--- config.mk ---
export PLATFORM = sky130hd
export DESIGN_NAME = btb_train_ctrl
export DESIGN_NICKNAME = d
export VERILOG_FILES = /design/src/rtl/btb_ctrl_pkg.sv /design/src/rtl/btb_tr_queue.sv /design/src/rtl/btb_train_ctrl.sv
export SDC_FILE = /design/constraint.sdc
export NUM_CORES = 1
export LEC_CHECK = 0
export ABC_AREA = 1
export CAP_MARGIN = 20
export CORE_MARGIN = 3
export CORE_UTILIZATION = 45
export CTS_CLUSTER_DIAMETER = 150
export DETAILED_ROUTE_END_ITERATION = 8
export PLACE_DENSITY = 0.7
export SETUP_SLACK_MARGIN = 0.1
export SLEW_MARGIN = 20
export SYNTH_ARGS = -nofsm -noshare
export SYNTH_HDL_FRONTEND = slang
export SYNTH_SLANG_ARGS = --single-unit
--- constraint.sdc ---
create_clock -name clk -period 6 [get_ports clk]
set_input_delay 1.2 -clock clk [delete_from_list [all_inputs] [get_ports clk]]
set_output_delay 1.2 -clock clk [all_outputs]
set_load 0.02 [all_outputs]
--- src/rtl/btb_ctrl_pkg.sv ---
// btb_ctrl_pkg: shared types and defaults for the BTB write-side controller.
//   - BTB_ADDR_W / BTB_TABLE_DEPTH / BTB_TR_QUEUE_DEPTH : configuration defaults
//   - btb_ctrl_state_e : flush sequencer state encoding
//   - btb_tr_ent_t     : one buffered training event
package btb_ctrl_pkg;

  localparam int BTB_ADDR_W         = 32;
  localparam int BTB_TABLE_DEPTH    = 8;
  localparam int BTB_TR_QUEUE_DEPTH = 4;

  typedef enum logic {
    BTB_CTRL_IDLE = 1'b0,
    BTB_CTRL_WALK = 1'b1
  } btb_ctrl_state_e;

  // The address fields are sized by BTB_ADDR_W. The top checks at elaboration
  // that its ADDR parameter matches this width.
  typedef struct packed {
    logic                  taken_;
    logic [BTB_ADDR_W-1:0] addr;
    logic [BTB_ADDR_W-1:0] tar_addr;
  } btb_tr_ent_t;

endpackage

--- src/rtl/btb_tr_queue.sv ---
// btb_tr_queue: multi-push (SIMBRCOM), single-pop in-order FIFO of training
// events. Active slots in a push are compacted into consecutive entries in
// ascending slot order. flush empties the queue by snapping rd to wr. A flush
// also suppresses any push or pop in the same cycle.
//   clk, reset_         : clock, async active-low reset (pointers only)
//   push_en             : caller permits pushing this cycle (caller checks room)
//   push_[SIMBRCOM]     : per-slot push, active-low
//   push_data[SIMBRCOM] : per-slot payload
//   pop                 : remove head (ignored when empty)
//   flush               : discard all entries
//   head                : entry at rd
//   count               : wr - rd
module btb_tr_queue
  import btb_ctrl_pkg::*;
#(
  parameter int SIMBRCOM = 2,
  parameter int QDEPTH   = 4
) (
  input  logic                          clk,
  input  logic                          reset_,
  input  logic                          push_en,
  input  logic [SIMBRCOM-1:0]           push_,
  input  btb_tr_ent_t [SIMBRCOM-1:0]    push_data,
  input  logic                          pop,
  input  logic                          flush,
  output btb_tr_ent_t                   head,
  output logic [$clog2(QDEPTH):0]       count
);

  localparam int AW = $clog2(QDEPTH);
  localparam int PW = AW + 1;   // the extra bit separates full from empty

  btb_tr_ent_t               mem [QDEPTH];
  logic [PW-1:0]             rd, wr;
  logic [SIMBRCOM-1:0]       push_v;
  logic [SIMBRCOM-1:0][PW-1:0] slot_ofs;
  logic [PW-1:0]             n_push;
  logic                      do_pop;

  assign push_v = (push_en && !flush) ? ~push_ : '0;
  assign count  = wr - rd;
  assign do_pop = pop && !flush && (count != '0);
  assign head   = mem[rd[AW-1:0]];

  // Offset of each slot = number of active slots below it. Idle slots are
  // skipped, which closes the gaps.
  always_comb begin
    slot_ofs[0] = '0;
    for (int i = 1; i < SIMBRCOM; i++)
      slot_ofs[i] = slot_ofs[i-1] + PW'(push_v[i-1]);
    n_push = slot_ofs[SIMBRCOM-1] + PW'(push_v[SIMBRCOM-1]);
  end

  always_ff @(posedge clk) begin
    for (int i = 0; i < SIMBRCOM; i++)
      if (push_v[i]) mem[AW'(wr + slot_ofs[i])] <= push_data[i];
  end

  always_ff @(posedge clk or negedge reset_) begin
    if (!reset_) begin
      rd <= '0;
      wr <= '0;
    end else if (flush) begin
      rd <= wr;
    end else begin
      wr <= wr + n_push;
      if (do_pop) rd <= rd + PW'(1);
    end
  end

endmodule

--- src/rtl/btb_train_ctrl.sv ---
// btb_train_ctrl: sequences all write traffic into the BTB.
// Commit-time training events (up to SIMBRCOM per cycle) go into an in-order
// queue and issue one per cycle on the tr_* port. A flush request drops the
// queue and walks every BTB entry through the invalidate port.
//   clk, reset_               : clock, async active-low reset
//   com_, com_taken_          : per-slot commit / taken, active-low
//   com_addr, com_tar_addr    : per-slot PC / target, slot i at [i*ADDR +: ADDR]
//   com_stall                 : commit must hold; this cycle's slots are not taken
//   flush_req                 : pulse, discard queue and invalidate whole BTB
//   flush_busy                : invalidate walk in progress
//   tr_commit_, tr_taken_,
//   tr_addr, tr_tar_addr      : registered train strobe (active-low) and payload
//   inv_en, inv_idx           : registered invalidate strobe and entry index
module btb_train_ctrl
  import btb_ctrl_pkg::*;
#(
  parameter int ADDR     = BTB_ADDR_W,
  parameter int BTB_D    = BTB_TABLE_DEPTH,
  parameter int SIMBRCOM = 2,
  parameter int QDEPTH   = BTB_TR_QUEUE_DEPTH
) (
  input  logic                       clk,
  input  logic                       reset_,
  input  logic [SIMBRCOM-1:0]        com_,
  input  logic [SIMBRCOM-1:0]        com_taken_,
  input  logic [SIMBRCOM*ADDR-1:0]   com_addr,
  input  logic [SIMBRCOM*ADDR-1:0]   com_tar_addr,
  output logic                       com_stall,
  input  logic                       flush_req,
  output logic                       flush_busy,
  output logic                       tr_commit_,
  output logic                       tr_taken_,
  output logic [ADDR-1:0]            tr_addr,
  output logic [ADDR-1:0]            tr_tar_addr,
  output logic                       inv_en,
  output logic [$clog2(BTB_D)-1:0]   inv_idx
);

  localparam int IW = $clog2(BTB_D);
  localparam int CW = $clog2(QDEPTH) + 1;

  if (ADDR != BTB_ADDR_W) begin : g_bad_addr
    $error("btb_train_ctrl: ADDR must equal btb_ctrl_pkg::BTB_ADDR_W");
  end
  if (QDEPTH < SIMBRCOM || (QDEPTH & (QDEPTH - 1)) != 0) begin : g_bad_qdepth
    $error("btb_train_ctrl: QDEPTH must be a power of 2 and >= SIMBRCOM");
  end
  if ((BTB_D & (BTB_D - 1)) != 0 || BTB_D < 2) begin : g_bad_btb_d
    $error("btb_train_ctrl: BTB_D must be a power of 2 and >= 2");
  end

  btb_ctrl_state_e             state;
  btb_tr_ent_t [SIMBRCOM-1:0]  slot_ent;
  btb_tr_ent_t                 q_head;
  logic [CW-1:0]               q_count;
  logic [CW-1:0]               q_free;
  logic                        accept;
  logic                        pop;

  always_comb begin
    slot_ent = '0;
    for (int i = 0; i < SIMBRCOM; i++) begin
      slot_ent[i].taken_   = com_taken_[i];
      slot_ent[i].addr     = com_addr[i*ADDR +: ADDR];
      slot_ent[i].tar_addr = com_tar_addr[i*ADDR +: ADDR];
    end
  end

  // Stall is a function of registered state only, so commit never sees a
  // combinational path back from its own inputs. A flush request landing in
  // a non-stalled cycle still drops that cycle's slots; the queue suppresses
  // the push.
  assign q_free    = CW'(QDEPTH) - q_count;
  assign com_stall = (q_free < CW'(SIMBRCOM)) || (state != BTB_CTRL_IDLE);
  assign accept    = !com_stall;
  assign pop       = (state == BTB_CTRL_IDLE) && !flush_req && (q_count != '0);

  btb_tr_queue #(
    .SIMBRCOM (SIMBRCOM),
    .QDEPTH   (QDEPTH)
  ) u_queue (
    .clk       (clk),
    .reset_    (reset_),
    .push_en   (accept),
    .push_     (com_),
    .push_data (slot_ent),
    .pop       (pop),
    .flush     (flush_req),
    .head      (q_head),
    .count     (q_count)
  );

  // Issue register. The payload holds between strobes. Because pop is
  // suppressed during a walk and in the flush cycle, no strobe can coincide
  // with inv_en.
  always_ff @(posedge clk or negedge reset_) begin
    if (!reset_) begin
      tr_commit_  <= 1'b1;
      tr_taken_   <= 1'b1;
      tr_addr     <= '0;
      tr_tar_addr <= '0;
    end else begin
      tr_commit_ <= !pop;
      if (pop) begin
        tr_taken_   <= q_head.taken_;
        tr_addr     <= q_head.addr;
        tr_tar_addr <= q_head.tar_addr;
      end
    end
  end

  // Flush sequencer. inv_idx follows the entry being invalidated. A repeated
  // flush_req restarts the walk from entry 0.
  always_ff @(posedge clk or negedge reset_) begin
    if (!reset_) begin
      state      <= BTB_CTRL_IDLE;
      inv_en     <= 1'b0;
      inv_idx    <= '0;
      flush_busy <= 1'b0;
    end else begin
      case (state)
        BTB_CTRL_IDLE: begin
          if (flush_req) begin
            state      <= BTB_CTRL_WALK;
            inv_en     <= 1'b1;
            inv_idx    <= '0;
            flush_busy <= 1'b1;
          end
        end
        BTB_CTRL_WALK: begin
          if (flush_req) begin
            inv_idx <= '0;
          end else if (inv_idx == IW'(BTB_D - 1)) begin
            state      <= BTB_CTRL_IDLE;
            inv_en     <= 1'b0;
            inv_idx    <= '0;
            flush_busy <= 1'b0;
          end else begin
            inv_idx <= inv_idx + IW'(1);
          end
        end
        default: state <= BTB_CTRL_IDLE;
      endcase
    end
  end

endmodule
==> key figures <==
Run status
  – Status: completed

Detailed routing
  – Residual DRC count: 0
  – Post-route ant nets: 0
  – WL final: ~50 mm
  – WL/cell: 17.8 µm
  – Vias per Instance: 5.28
  – Iter 0 DRT Violations: between 1000 and 1500
  – DRT Pass-1 Iters: 6
  – Vias: 15075

Floorplanning
  – DIE HEIGHT: about 200 µm
  – Initial Utilization: 0.461
  – Cell Rows: 71
  – Core area: 38100 µm²
  – Full die area: 41500 µm²
  – I/O pin total: about 210
  – Die Span X: 204 µm

Synthesis
  – Yosys cell types: 25
  – Synth warn: 0
  – Area of the mapped netlist: 17600 µm²
  – EDFF count, synth: 260
  – Seq/Total Area, Yosys: 0.554
  – Top cells by area, synth: edfxtp_1, nand2_1, dfrtp_1
  – Dominant synthesized flop cell: edfxtp_1
  – Yosys reg bits: 337
  – Synth top area share: 0.444
  – Async SR Flop Fraction: 0.228
  – Post-Syn Instances: 2196
  – Syn_nets: 2341
  – Mean post-synth cell area: 8.00 µm²
  – Post-synth top area cell: edfxtp_1

CTS
  – Clock slew at reported path FFs: 60 ps
  – Clock Sinks: 337
  – Post-CTS Setup Repair Bufs: 0
  – H-Tree Level Count: 2
  – CTS root buf: clkbuf_16
  – Max clock buf depth: 3
  – Num CTS Buffers: 37
  – Worst skew pair latency: 530 ps
  – Post-CTS sizing: 0
  – CTS tree: yes
  – Post-CTS Hold Fix Bufs: 0

STA
  – Tmin final: 4840 ps
  – Highest Clock Rate: between 200 and 250 MHz
  – Fin Setup TNS: 0 ps
  – Unrepaired setup endpoints after global routing: no
  – Skew final: roughly 16 ps
  – Final hold violations: 0
  – Setup Viol. Count Final: 0
  – Worst-margin pin slew: 1070 ps
  – Max-slew headroom: 0.289
  – Max Slew Vio Count: 0
  – Tcrit/Tclk final: 0.807

Placement
  – DP HPWL: 27.8 mm
  – RePlAce Congestion: 0.781
  – PortBufs: between 200 and 250
  – Placed insts: 2786

Pwr
  – Sw Pwr: 1360 µW
  – Seq pwr share: 0.467
  – Leakage: 0.00997 µW
  – Cell-internal power: just over 4000 µW
  – Post-layout total power: 5490 µW
  – Power Density: between 200 and 300 nW/µm²
  – Clk pwr share: 0.426
  – Maximum vdd drop: between 0.0002 and 0.00025 V
  – Logic pwr share: 0.107
  – Switching share of total power: 0.247

Global route
  – Global router's overall resource usage: 0.245
  – Largest net degree at the start of global routing: 121
  – Vias in the first global route: 15151
  – GR Overflow Total: 0
  – First-pass GRT wire length: 80.6 mm
  – Initial antenna violation count: 1

Final layout
  – Antenna diode count: 0
  – Area of the multi-input gates: approximately 6600 µm²
  – Layout cell share with drive strength beyond 1: 0.0431
  – Fill count: between 3000 and 4000
  – Final net count: 2459
  – Area delta synth->final: 19.3%
  – Reg area: 9740 µm²
  – Most common cell after layout, fill and taps aside: nand2_1
  – Most frequent cells in the layout: nand2_1, nand3_1, edfxtp_1
  – Fin cells: 2854

Setup path
  – Crit path max-delay cell type: dfrtp_4
  – Most Frequent Cell on Critical Path: ha_1
  – Crit end category: primary output
  – R2R cell count: 16
  – R2R Setup Slk: 1250 ps
  – Crit start category: register
  – Worst Setup EP: com_stall
  – CP max FO: 63
  – Cell breakdown of the critical path: ha_1 > inv_1 > fa_1 > inv_1 > ha_1 > ha_1 > nand2_1 > nand2_1 > clkdlybuf4s50_1
  – Crit path largest cell delay: 920 ps
  – CP arrival: 3640 ps
  – Required time of the worst setup path: 4800 ps
  – FF-to-FF Start: u_queue.rd[0]$_DFFE_PN0P_
  – Setup Crit Path Kind: register to primary output
  – Launch point of the worst path: u_queue.rd[0]$_DFFE_PN0P_
  – R2R Path End: u_queue.mem[0][49]$_DFFE_PP_

Flow run
  – Max-Cap Viols: 0

Hold path
  – Hold Crit Class: register to register
[worst min path at each step]
stage	startpoint	endpoint	slack, ps	cells past startpoint
floorplan	tr_taken_$_DFFE_PN1P_	tr_taken_$_DFFE_PN1P_	500	2
global placement	tr_taken_$_DFFE_PN1P_	tr_taken_$_DFFE_PN1P_	460	2
detailed placement	tr_tar_addr[5]$_DFFE_PN0P_	tr_tar_addr[5]$_DFFE_PN0P_	460	2
CTS	tr_taken_$_DFFE_PN1P_	tr_taken_$_DFFE_PN1P_	480	2
global route	tr_addr[17]$_DFFE_PN0P_	tr_addr[17]$_DFFE_PN0P_	490	2
finish	tr_taken_$_DFFE_PN1P_	tr_taken_$_DFFE_PN1P_	470	2
[cell usage after synthesis (all sizes together), types with 2 or more instances]
master / number
nand2: 1208
nand3: 333
edfxtp: 260
inv: 143
buf: 103
dfrtp: 75
clkbuf: 41
nor2: 10
ha: 8
o21ai: 3
xnor2: 3
dfstp: 2
fa: 2
[final cells by class]
cell class,count,share of cell area
flip-flops and latches,337,0.465
multi-input cells,1571,0.314
repair buffers,223,0.106
clock buffers,51,0.0516
well taps,511,0.0305
inverters,144,0.0259
clock inverters,17,0.00794
[flip-flops by register name, indices dropped and copies added (netlist names)]
name and cells:
u_queue.rd 3, inv_idx 3, tr_commit_ 1, u_queue.mem 260, tr_tar_addr 32, state 1, tr_taken_ 1, inv_en 1
u_queue.wr 3, tr_addr 32
[kinds of logic (layout without fill, tap and decap cells)]
| group | Yosys count | after routing | synth area share |
|---|---|---|---|
| AO/OA/AOI/OAI | 6 | 6 | 0.00192 |
| XOR/XNOR | 4 | 4 | 0.00199 |
| adder cells (fa/ha/maj) | 10 | 10 | 0.00797 |
| buffers and inverters | 288 | 435 | 0.0782 |
| flip-flops | 337 | 337 | 0.554 |
| AND/OR/NAND/NOR | 1551 | 1551 | 0.356 |
[per-stage QoR]
step                      hold WS, ps  utilization  setup slack (ps)  area, µm²
after detailed placement          465        0.517              1260      19700
after global placement            460        0.517              1350      19700
after global routing              492        0.550               958      21000
after floorplan                   501            -              1270      17600
final                             473        0.550              1160      21000
after CTS                         478        0.550              1120      21000
[per-layer routing]
| metal | global-route usage | routed length, µm | vias up |
|---|---|---|---|
| met5 | 0 | 7 | - |
| met4 | 0.110 | 2040 | 2 |
| met3 | 0.0356 | 3820 | 120 |
| met2 | 0.420 | 24800 | 689 |
| met1 | 0.308 | 20000 | 7054 |
| li1 | - | - | 7210 |
[power by group through the flow]
stage	Clock [µW]	Combinational, µW	Sequential (µW)
final	2340	587	2560
after global routing	2470	652	2570
after CTS	2370	587	2560
after detailed placement	0	584	2610
after global placement	0	569	2610
after floorplan	0	311	2600
[worst max-delay path: cells and delay by family (launching register included)]
kind / cells / cell delay, ps
fa+ha+maj: 4 / 1240
buf+inv: 3 / 730
flops: 1 / 920
simple gates: 2 / 230
Note: power is estimated with default switching activity, not from simulation.
